## src/rtl/nl_outport_arbiter.sv

```systemverilog
// Round-robin arbiter for one router output port with downstream credit tracking.
// Define NL_ARB_WORMHOLE_LOCK_EN to hold the port for a whole packet (head to tail).
module nl_outport_arbiter #(
   parameter int N       = 4,
   parameter int CREDITS = 4
) (
   input  logic         clk,
   input  logic         rst_n,
   input  logic [N-1:0] req,
   input  logic [N-1:0] tail,
   input  logic         credit_in,
   output logic [N-1:0] grant,
   output logic         xfer,
   output logic [3:0]   credit_cnt,
   output logic         locked,
   output logic         credit_err
);
   localparam int            PW      = $clog2(N);
   localparam logic [3:0]    CNT_MAX = 4'(CREDITS);
   localparam logic [PW-1:0] LAST    = PW'(N - 1);

   typedef enum logic {ST_IDLE = 1'b0, ST_LOCKED = 1'b1} state_t;

   state_t        r_state, w_state_next;
   logic [PW-1:0] r_ptr, w_ptr_next;
   logic [PW-1:0] r_owner, w_owner_next;
   logic [PW-1:0] w_winner;
   logic          w_found;
   logic [3:0]    r_credit_cnt, w_credit_next;
   logic          r_credit_err, w_credit_err_next;
   logic [PW-1:0] w_rot_idx [N];

`ifdef NL_ARB_WORMHOLE_LOCK_EN
   localparam bit LOCK_EN = 1'b1;
   assign locked = (r_state == ST_LOCKED);
`else
   localparam bit LOCK_EN = 1'b0;
   assign locked = 1'b0;
`endif

   function automatic logic [PW-1:0] f_wrap_inc(input logic [PW-1:0] v);
      return (v == LAST) ? '0 : v + PW'(1);
   endfunction

   // Search order ptr, ptr+1, ... modulo N.
   for (genvar gi = 0; gi < N; gi++) begin : g_rot
      assign w_rot_idx[gi] = PW'((int'(r_ptr) + gi) % N);
   end

   always_comb begin
      w_found  = 1'b0;
      w_winner = '0;
      for (int k = 0; k < N; k++) begin
         if (!w_found && req[w_rot_idx[k]]) begin
            w_found  = 1'b1;
            w_winner = w_rot_idx[k];
         end
      end
   end

   // Grant depends only on registered credits, so a credit returned at zero
   // enables a grant one cycle later.
   always_comb begin
      grant = '0;
      if (rst_n && (r_credit_cnt != 4'd0)) begin
         if (r_state == ST_LOCKED) begin
            grant[r_owner] = req[r_owner];
         end else if (w_found) begin
            grant[w_winner] = 1'b1;
         end
      end
   end

   assign xfer       = |(grant & req);
   assign credit_cnt = r_credit_cnt;
   assign credit_err = r_credit_err;

   always_comb begin
      w_state_next = r_state;
      w_ptr_next   = r_ptr;
      w_owner_next = r_owner;
      case (r_state)
         ST_IDLE: begin
            if (xfer) begin
               if (LOCK_EN && !tail[w_winner]) begin
                  w_state_next = ST_LOCKED;
                  w_owner_next = w_winner;
               end else begin
                  w_ptr_next = f_wrap_inc(w_winner);
               end
            end
         end
         ST_LOCKED: begin
            if (xfer && tail[r_owner]) begin
               w_state_next = ST_IDLE;
               w_ptr_next   = f_wrap_inc(r_owner);
            end
         end
         default: w_state_next = ST_IDLE;
      endcase
   end

   always_comb begin
      w_credit_next     = r_credit_cnt;
      w_credit_err_next = 1'b0;
      if (xfer && !credit_in) begin
         w_credit_next = r_credit_cnt - 4'd1;
      end else if (credit_in && !xfer) begin
         if (r_credit_cnt == CNT_MAX) begin
            w_credit_err_next = 1'b1;
         end else begin
            w_credit_next = r_credit_cnt + 4'd1;
         end
      end
   end

   always_ff @(posedge clk) begin
      if (!rst_n) begin
         r_state      <= ST_IDLE;
         r_ptr        <= '0;
         r_owner      <= '0;
         r_credit_cnt <= CNT_MAX;
         r_credit_err <= 1'b0;
      end else begin
         r_state      <= w_state_next;
         r_ptr        <= w_ptr_next;
         r_owner      <= w_owner_next;
         r_credit_cnt <= w_credit_next;
         r_credit_err <= w_credit_err_next;
      end
   end

endmodule
```

## config.mk

```make
export PLATFORM = sky130hd
export DESIGN_NAME = nl_outport_arbiter
export DESIGN_NICKNAME = d
export VERILOG_FILES = /design/src/rtl/nl_outport_arbiter.sv
export SDC_FILE = /design/constraint.sdc
export NUM_CORES = 1
export LEC_CHECK = 0
export CAP_MARGIN = 20
export CORE_MARGIN = 1
export CORE_UTILIZATION = 35
export DETAILED_ROUTE_END_ITERATION = 16
export HOLD_SLACK_MARGIN = 0.03
export PLACE_DENSITY = 0.66
export SLEW_MARGIN = 20
export SYNTH_ARGS = -nofsm -noshare
export SYNTH_HDL_FRONTEND = slang
export SYNTH_SLANG_ARGS = --single-unit
```

## constraint.sdc

```tcl
create_clock -name clk -period 3.1 [get_ports clk]
set_input_delay 0.465 -clock clk [delete_from_list [all_inputs] [get_ports clk]]
set_output_delay 0.465 -clock clk [all_outputs]
set_load 0.1 [all_outputs]
```

* Word level (Yosys, flattened, before mapping)
Index checks and enable logic that the tools add are counted.
Storage, ports and cells: flip-flop bits (word level) 8, input port bits 11, output and inout port bits 11, word-level logic and storage cells 75
Operators by class: $add $sub $neg 6, $lt $le $gt $ge 6, equal/unequal tests 5, muxes and demuxes 30, bitwise logic cells 4, reduce and logical (&&, ||, !) cells 20
Operators with widths (count):
- 2-to-1 mux 4 bit | 6
- < comparator 2 x 3 -> 1 bit (second input constant) | 5
- 2-to-1 mux 2 bit | 7
- 2-to-1 mux 1 bit | 11
- binary-select mux 1 bit (select 2 bit) | 4
- logical AND 1 bit | 8
- AND reduction 2 bit | 3
- zero test 1 bit | 5
- adder 2 x 1 -> 2 bit (second input constant) | 2
- adder 2 bit (second input constant) | 2
- adder 4 x 1 -> 4 bit (second input constant) | 1
- AND 4 bit | 1
- equality test 4 x 3 -> 1 bit (second input constant) | 1
- != test 2 bit (second input constant) | 2
- case mux 2 bit (2 select lines) | 1
- nonzero test 4 bit | 1
- OR reduction 4 bit | 1
- subtractor 4 x 1 -> 4 bit (second input constant) | 1
- NOT 1 bit | 3
- OR reduction 3 bit | 1
- demux 1 bit (select 2 bit) | 1
- equality test 2 bit (second input constant) | 1
- greater-or-equal comparator 2 x 1 -> 1 bit (second input constant) | 1
- != test 2 x 1 -> 1 bit (second input constant) | 1
- nonzero test 2 bit | 1

* Logic depth before layout (Yosys ltp)
Gate-level depths: netlist (run 1).
word-level depth 25, depth in mapped cells 15, depth with buffers taken out 15

* Least setup slack after synthesis (run 1)
OpenSTA, ideal clock, no wires.
path kind register to register, start reg r_credit_cnt[1] (netlist: credit_cnt[1]), end reg r_credit_cnt[3] (netlist: credit_cnt[3]), setup time 0.076 ns, arrival 4.134 ns, data required time 3.024 ns, path slack -1.110 ns, cell stages (with the launch flop) 12, buffers on the path 0, clock period less this slack 4.210 ns, cells stage by stage dfxtp_1 or4_4 nand3_1 nor2_2 or2_4 ha_1 ha_1 a21o_1 a21oi_1 xnor2_1 or4_1 a21boi_0
On the way: longest elaborated chain between the ends 9, elaborated cells between the ends (all ways) 17, those cells by class add/sub (2); eq/ne (2); mux (4); bitwise (1); reduce/logical (8)
RTL lines:
- start: declaration | RTL line 29 | logic [3:0] r_credit_cnt, w_credit_next;
- start signal: assignment | RTL line 128 | r_credit_cnt <= w_credit_next;
- nonzero test 4 bit * | RTL line 65 | if (rst_n && (r_credit_cnt != 4'd0)) begin
- logical AND 1 bit * | RTL line 65
- 2-to-1 mux 4 bit * | RTL line 65
- via grant[0] | RTL line 12 | output logic [N-1:0] grant,
- AND 4 bit * | RTL line 74 | assign xfer = |(grant & req);
- OR reduction 4 bit * | RTL line 74
- via xfer | RTL line 13 | output logic xfer,
- zero test 1 bit | RTL line 108 | end else if (credit_in && !xfer) begin
- logical AND 1 bit | RTL line 108
- nonzero test 2 bit (no source line)
- AND reduction 2 bit (no source line)
Mark *: on every way through the listed nets, which the timed path passes. The rest lies on a longest branch. The select of a mux whose other input is x is not followed. A chain may end at the register's enable or synchronous reset.

* Final worst setup path (run 1)
start in req[0], end reg r_credit_cnt[3] (netlist: credit_cnt[3])
On the way: longest elaborated chain between the ends 25, elaborated cells between the ends (all ways) 39, those cells by class order compare (2); eq/ne (1); mux (22); bitwise (1); reduce/logical (13)
RTL lines:
- start: declaration | RTL line 9 | input logic [N-1:0] req,
- binary-select mux 1 bit (select 2 bit) | RTL line 54 | if (!w_found && req[w_rot_idx[k]]) begin
- 2-to-1 mux 1 bit (implied by the code) | RTL line 54
- 2-to-1 mux 1 bit | RTL line 54
- zero test 1 bit | RTL line 54
- logical AND 1 bit | RTL line 54
- 2-to-1 mux 1 bit | RTL line 54
- zero test 1 bit | RTL line 54
- logical AND 1 bit | RTL line 54
- (+9 left out)
- 2-to-1 mux 4 bit | RTL line 66 | if (r_state == ST_LOCKED) begin
- 2-to-1 mux 4 bit | RTL line 65
- AND 4 bit * | RTL line 74
- OR reduction 4 bit * | RTL line 74
- zero test 1 bit | RTL line 108
- logical AND 1 bit | RTL line 108
- nonzero test 2 bit (no source line)
- AND reduction 2 bit (no source line)
Mark *: on every way between the ends. The rest lies on a longest branch, timed or not. The select of a mux whose other input is x is not followed.

==> results list, run 1 <==
* Run status: finished, final reports clean
* Setup Crit Path Kind: in2reg
- The slowest stage of the critical path belongs to the cell sky130_fd_sc_hd__or4_4.
- Smallest setup slack after layout: 0.0656 ns
* Leakage power figure: 0.000522 µW
* Maximum count of clock buffers along a single path: 2
- In the layout the commonest cells are sky130_fd_sc_hd__buf_4 (25), sky130_fd_sc_hd__inv_1 (8), sky130_fd_sc_hd__nor2_1 (5), sky130_fd_sc_hd__nand2_1 (5), sky130_fd_sc_hd__dfxtp_4 (5).
* Routability Congestion: 0.778
- The number of global-route vias before repair is 651.
* Number of clock sinks: 8
- After floorplanning, the core was sized to cover 1760 µm².
- The most numerous cell type found on the critical path is sky130_fd_sc_hd__ha_4.
- Critical path, cell by cell: clkbuf_2, nor2b_4, or4_4, nand2_2, inv_2, ha_4, nand2_4, a31oi_4, or2_4, ha_4, buf_4, ha_4, a21oi_4, xnor2_1, or4_1, a21boi_1
* Detailed-route vias per instance: 4.78
- Between clock sinks in the finished design, the worst skew comes to 0.00943 ns.
* Maximum level of the CTS H-tree: 1
- Entering global routing, the biggest net connects 10 pins.
* Horizontal extent of the die: 45.7 µm
* Grt ovf: 0
- Number of cells on the worst reg-to-reg path: 15
- In this run the worst hold path is classified as reg2reg.
- The critical path crosses 16 cells after its start point.
- Area post-placement: 1050 µm²
- N_diodes: 0
- Synthesis produced 81 cells.
* Mean post-synth cell area: 8.23 µm²
- The clock reaches the later pin of the worst-skew pair after 0.26 ns.
- The pre-antenna-repair detailed-routing pass consisted of 4 iterations.
* Global-route wire length before repair: 2.90 mm
- STA classifies the critical path endpoint as a flip-flop.
- In this run the cell area of the synthesized design comes to 667 µm².
* Combined global-route utilization of all metal layers: 0.195
* Initial antenna violation count: 0
- Core Rows: 15
- The die covers 2080 µm².
- Worst Path Buf+Inv: 3
- Of the cells placed in the final design, the portion with a size suffix greater than 1 is 0.496.
- At the worst endpoint, the arrival time is 3.22 ns.
- The synthesized design contains 8 register bits.
- Number of nets with antenna violations after routing: 0
* Die height: 45.7 µm
- Number of setup violations in the final report: 0
- Worst vdd rail ir drop: 541 µV
- Clock tree from TritonCTS: yes
* Most used flip-flop cell after synthesis: sky130_fd_sc_hd__dfxtp_1
- Broken down by cell family, the worst path's largest delay share belongs to simple AND/OR/NAND/NOR gates.
- Hold timing on the final database bottoms out at a slack of 0.472 ns.
- Wire length after detailed routing: 1.71 mm
* Overall via count from detail_route: 688
* Upper clock frequency limit: 0.330 GHz
- In the synthesized netlist the async set-or-reset flop fraction comes to 0.
- TritonCTS created 3 clock buffers.
- The worst register-to-register path has a setup slack of 0.07 ns.
- Critical Path Source Type: input pin
- Time the worst path needs with I/O delays and setup: 3.03 ns
- Pre-CTS worst setup slack: -0.716 ns
- Detailed placement finished with a half-perimeter wire length of 1.33 mm.
- In this run the most critical hold path is launched from r_state.
- Finished layout cell area: 1150 µm²
- After clock tree synthesis, the clock-pin slew on the worst setup and hold paths is 0.06 ns.
- The path with the worst hold slack has its endpoint at r_state.
* Critical Path RT: 3.28 ns
* Number of synthesized flops with an enable pin: 0
- Of all nets on the critical path, the largest fanout is 2.
- Count of max-cap constraint violations: 0
- In the routed design, unresolved DRC markers number 0.
* Worst reg2reg path endpoint: credit_cnt[3]
* Post-route core utilization: 0.655
- Counting every net in the synthesized netlist gives 98.
- First-iteration detailed-routing DRC count: 12
* Count of unique library cells instantiated by Yosys: 37
- In the final routed layout, each cell accounts on average for 11.9 µm.
* Initial core utilization: 0.378
- The worst register-to-register path begins at r_ptr[0].
* Hold Crit Depth: 2
- Highest cell delay on the worst timing path: 0.52 ns
- Compared with the post-synthesis result, the final layout area differs by 73.2%.
- The final-report max-slew violation count is 0.
- The total count of hold-check failures in the final report was 0.
- Yosys warning total: 0
* Portion of the clock cycle consumed by the worst path in the final layout: 0.979
* Net count, final: 137
- Sequential share of the synthesized area: 0.240
- For this design the top-level I/O count stands at 22.
- Setup repair after global routing could not meet its margin everywhere.
- Port buffering added 17 buffers.
- Buffer type at the clock tree root: sky130_fd_sc_hd__clkbuf_4
- For this design the ratio of total power to cell area is 770 nW/µm².
- The library cell used most frequently in the layout, excluding fill and tap cells, is sky130_fd_sc_hd__buf_4.
## worst reg2reg max path, delay by kind of cell (launching register included)
family	cells	cell delay, ns
buffers and inverters	2	0.18
AO/OA/AOI/OAI	3	0.27
XOR/XNOR	1	0.12
flip-flops	1	0.38
adder cells (fa/ha/maj)	3	0.60
AND/OR/NAND/NOR	6	1.41
## final cells by class
type	instances	area, µm²
fill	176	609
multi-input combinational	62	549
timing repair buffer	36	335
sequential	8	179
inverter	9	33.8
tap	25	31.3
clock buffer	4	26.3
## cells in the mapped netlist, drive strengths merged, types with 2 or more instances
master	n	area [µm²]
inv	9	33.8
dfxtp	8	160
nand2	7	26.3
nor2	6	25.0
and3	5	32.5
ha	5	62.6
a21oi	4	20.0
or4	4	37.5
o21ai	3	15.0
xnor2	3	26.3
and2	2	12.5
and2b	2	16.3
nand3	2	10.0
nor3	2	10.0
## power breakdown
| group | internal, µW | leakage, µW | switching [µW] |
|---|---|---|---|
| registers | 136 | 0.0000681 | 34.0 |
| logic | 256 | 0.000439 | 375 |
| clock network | 49.4 | 0.0000150 | 38.8 |
## layer usage
metal | global-route usage | part of all wire | wire length [µm]
met5 | 0 | 0 | 0
met4 | 0.0727 | 0 | 0
met3 | 0.0119 | 0.025 | 42
met2 | 0.331 | 0.52 | 884
met1 | 0.255 | 0.46 | 784
## worst max-delay path by stage
stage	startpoint	to	slack, ns
2_1_floorplan	req[1]	credit_cnt[3]	-0.26
3_3_place_gp	req[1]	credit_cnt[3]	-0.63
3_5_place_dp	req[1]	credit_cnt[3]	-0.72
4_1_cts	req[1]	credit_cnt[3]	-0.05
5_1_grt	r_ptr[0]	credit_cnt[3]	-0.03
6_report	req[0]	credit_cnt[3]	0.07
## flip-flops by register name, summed over array words and instances, names as in the netlist
name	count
credit_cnt	4
r_ptr	2
credit_err	1
r_state	1
## through the flow
stage / TNS (ns) / instances / total power, µW
final: 0 / 144 / 889
after global routing: -0.0280 / 144 / 950
after CTS: -0.0542 / 142 / 868
after detailed placement: -1.71 / 137 / 750
after global placement: -1.34 / 137 / 739
after floorplan: -0.261 / 81 / 571
## logic make-up (layout without fill, tap and decap cells)
group | count (synthesis) | after routing | synth area share
and+or+nand+nor | 34 | 34 | 0.298
AOI/OAI and AO/OA | 17 | 17 | 0.210
buffers and inverters | 11 | 49 | 0.0675
DFF | 8 | 8 | 0.240
adders and majority gates | 6 | 6 | 0.124
xor gates and xnor gates | 3 | 3 | 0.0394
other | 1 | 1 | 0.00562
muxes | 1 | 1 | 0.0150
## what timing repair did
item / in CTS / in global routing
endpoints found under the hold margin: 0 / 0
buffers inserted: 1 / 2
pin swaps: 11 / 9
endpoints found under the setup margin: 5 / 2
resized for setup: 20 / 6
hold buffers: 0 / 0
Note: power is estimated with default switching activity, not from simulation.
==> run 2, diff against run 1 <==
--- a/config.mk
+++ b/config.mk
@@ -6,8 +6,9 @@
 export NUM_CORES = 1
 export LEC_CHECK = 0
 export CAP_MARGIN = 20
-export CORE_MARGIN = 1
+export CORE_MARGIN = 2
 export CORE_UTILIZATION = 35
+export CTS_CLUSTER_DIAMETER = 80
 export DETAILED_ROUTE_END_ITERATION = 16
 export HOLD_SLACK_MARGIN = 0.03
 export PLACE_DENSITY = 0.66
==> run 2 against run 1 <==
Against the previous run: largest cell class unchanged; register-to-register slack gained 0.06 ns; non-clock buffer count shrank 2; clock-buffer cell count is the same; sequential power is essentially flat; largest power group unchanged; global-route usage shrank 1.4 points; cell area shrank 3.3%; clock power shrank 3.4%; critical path depth is the same; worst hold slack gained 0.0074 ns.
==> results list, run 2 (synthesized netlist as in run 1, its figures left out) <==
- The final weighted congestion of routability-driven global placement is 0.818 (was 0.778).
- Grt ovf: 0 (unchanged)
- The count of inserted antenna diode cells was 0 (unchanged).
* Clock tree from TritonCTS: yes (unchanged)
- The standard-cell row count was 15 (unchanged).
- The total number of vias is 705 (was 688).
- Share of total power in the clock network: 0.099 (about the same)
* Relative area change from synthesis to final layout: 67.5% (was 73.2%)
- Number of buffers inserted for hold repair after clock tree synthesis: 0 (unchanged)
* Initial core utilization: 0.378 (unchanged)
- Worst vdd rail ir drop: 509 µV (was 541 µV)
- Critical path arrival: 3.20 ns (was 3.22 ns)
- CTS clock-pin slew for the worst setup and hold paths: 0.05 ns (was 0.06 ns)
- Cts bufs inserted: 3 (unchanged)
- Buffer type at the clock tree root: sky130_fd_sc_hd__clkbuf_4 (unchanged)
* PD cells: 772 nW/µm² (was 770 nW/µm²)
- Setup Crit Path Kind: in2reg (unchanged)
* Placeable Area: 1760 µm² (unchanged)
- Overall die area: 2270 µm² (was 2080 µm²)
* Final-report max-slew violation count: 0 (unchanged)
- Unrepaired setup endpoints after global routing: yes (unchanged)
* Die height: 47.7 µm (was 45.7 µm)
- The post-DP HPWL came to 1.39 mm (was 1.33 mm).
* Global-route wire length before repair: 2.80 mm (was 2.90 mm)
* Per-cell routed wire length: 12.3 µm (was 11.9 µm)
- Fill cell instance count of the final layout: 184 (was 176)
- The number of global-route vias before repair was 686 (was 651).
- The overall power consumption is 862 µW (was 889 µW).
- Upper clock frequency limit: 0.331 GHz (was 0.330 GHz)
* Part of the total power dissipated in sequential elements: 0.198 (was 0.191)
- The switching fraction of total power is 0.508 (was 0.503).
* Initial antenna violation count: 0 (unchanged)
* Commonest non-fill, non-tap cell in the layout: sky130_fd_sc_hd__buf_4 (unchanged)
* Clk_skew: 0.00302 ns (was 0.00943 ns)
- The number of optimization iterations in the first detailed-route pass came to 3 (was 4).
- The remaining design rule violation count came to 0 (unchanged).
* Maximum count of clock buffers along a single path: 2 (unchanged)
- The area of all sequential standard cells is 180 µm² (was 179 µm²).
* Internal power: 424 µW (was 442 µW)
* Ratio of cells with drive above 1 in the final layout: 0.487 (was 0.496)
* Hold/Removal Path Class: reg2reg (unchanged)
- The total I/O pin count was 22 (unchanged).
- Area of the multi-input gates: 531 µm² (was 549 µm²)
- The worst-skew pair later-pin latency is 0.25 ns (was 0.26 ns).
* Area post-placement: 1040 µm² (was 1050 µm²)
- The type of element launching the critical path is an input pin (unchanged).
- The number of placed instances with taps included was 136 (was 137).
- The required time of the critical path is 3.28 ns (about the same).
- Leakage power figure: 0.000511 µW (was 0.000522 µW)
* Net Sw Power: 438 µW (was 448 µW)
* Count of placed standard cells in the final layout, fillers left out: 142 (was 144)
- The TritonCTS sink count came to 8 (unchanged).
* Post-route core utilization: 0.633 (was 0.655)
- Maximum net fanout on the critical path: 3 (was 2)
- The number of nets with antenna violations after detailed routing is 0 (unchanged).
- The total count of hold-check failures in the final report was 0 (unchanged).
- The iteration-0 DRC count of the detailed router was 5 (was 12).
- The kind of end point of the critical path is a flip-flop (unchanged).
- Pin count of the biggest net entering global routing: 10 (unchanged)
- Detailed-route vias per instance: 4.96 (was 4.78)
* Setup_tns: 0 ns (unchanged)
- The final critical-path share of the clock period came to 0.973 (was 0.979).
- The combinational share of power was 0.704 (was 0.710).
- Count of max-cap constraint violations: 0 (unchanged)
- The shortest period the worst path allows is 3.02 ns (was 3.03 ns).
- The net total in the final layout came to 135 (was 137).
- The x dimension of the die was 47.7 µm (was 45.7 µm).
- Most frequent cells in the layout: sky130_fd_sc_hd__buf_4 (23), sky130_fd_sc_hd__inv_1 (8), sky130_fd_sc_hd__nor2_1 (5), sky130_fd_sc_hd__nand2_1 (5), sky130_fd_sc_hd__dfxtp_4 (5) (was sky130_fd_sc_hd__buf_4 (25), sky130_fd_sc_hd__inv_1 (8), sky130_fd_sc_hd__nor2_1 (5), sky130_fd_sc_hd__nand2_1 (5), sky130_fd_sc_hd__dfxtp_4 (5))
* Finished layout cell area: 1120 µm² (was 1150 µm²)
- Run status: finished, final reports clean (unchanged).
- IO Port Bufs: 17 (unchanged)
- The global-route usage over all layers was 0.181 (was 0.195).
* Wire length after detailed routing: 1.75 mm (was 1.71 mm)
- Max FFs per register: 4 (unchanged)
- Maximum level of the CTS H-tree: 1 (unchanged)
* Number of setup violations in the final report: 0 (unchanged)
## run 2: cell count changes in the layout (fill, tap and decap cells not counted), sizes merged
cell | before | now
clkbuf | 5 | 4
clkdlybuf4s15 | 1 | 0
## run 2: power groups by stage
stage	clock (µW)	combinational [µW]	sequential (µW)
floorplan	0	284	286
global placement	0	572	165
detailed placement	0	585	166
CTS	90.7	602	169
global route	96.8	646	174
finish	85.2	607	170
## run 2: layout make-up
| type | count | area share |
|---|---|---|
| multi-input combinational | 62 | 0.475 |
| timing repair buffer | 34 | 0.282 |
| sequential | 8 | 0.161 |
| inverter | 9 | 0.0302 |
| tap | 25 | 0.0280 |
| clock buffer | 4 | 0.0235 |
## run 2: timing repair
action,CTS,global route
endpoints found under the setup margin,3,1
setup buffers,1,1
pin swaps,12,12
resized for setup,24,4
## run 2: layer usage
layer  up-vias  wire length [µm]  track usage  share of wire
met5         -                 0            0              0
met1       329               688        0.196           0.39
met2        19               936        0.311           0.53
li1        351                 -            -              -
met4         0                48        0.124          0.027
met3         6                78       0.0415          0.045
## run 2: path summary, 6_finish.rpt
path,cells past startpoint,start,endpoint,slack (ns)
worst max-delay path,16,req[1],credit_cnt[3],0.08
worst min-delay path,2,r_state,r_state,0.48
worst max register to register,14,r_ptr[1],credit_cnt[3],0.13
worst min register to register,2,r_state,r_state,0.48
## run 2: through the flow
step	hold slack, ns	setup WS (ns)
6_report	0.479	0.0822
5_1_grt	0.507	-0.0283
4_1_cts	0.486	-0.0350
3_5_place_dp	0.462	-0.721
3_3_place_gp	0.453	-0.629
2_1_floorplan	0.431	-0.261
## run 2: worst max-delay path, stage by stage
cell	delay [ns]
sky130_fd_sc_hd__buf_6	0.07
sky130_fd_sc_hd__and2b_1	0.16
sky130_fd_sc_hd__or4_4	0.50
sky130_fd_sc_hd__nand2_4	0.10
sky130_fd_sc_hd__inv_2	0.04
sky130_fd_sc_hd__ha_4	0.16
sky130_fd_sc_hd__nand2_4	0.05
sky130_fd_sc_hd__a31oi_4	0.08
sky130_fd_sc_hd__or2_4	0.28
sky130_fd_sc_hd__ha_4	0.18
sky130_fd_sc_hd__ha_4	0.21
sky130_fd_sc_hd__a21o_1	0.16
sky130_fd_sc_hd__a21oi_2	0.13
sky130_fd_sc_hd__xnor2_1	0.08
sky130_fd_sc_hd__or4_1	0.40
sky130_fd_sc_hd__a21boi_1	0.12
==> run 3, diff against run 2 <==
--- a/config.mk
+++ b/config.mk
@@ -9,6 +9,7 @@
 export CORE_MARGIN = 2
 export CORE_UTILIZATION = 35
 export CTS_CLUSTER_DIAMETER = 80
+export CTS_CLUSTER_SIZE = 16
 export DETAILED_ROUTE_END_ITERATION = 16
 export HOLD_SLACK_MARGIN = 0.03
 export PLACE_DENSITY = 0.66
==> results of run 3 <==
The final DEF is identical to that of run 2; final timing and power are the same.
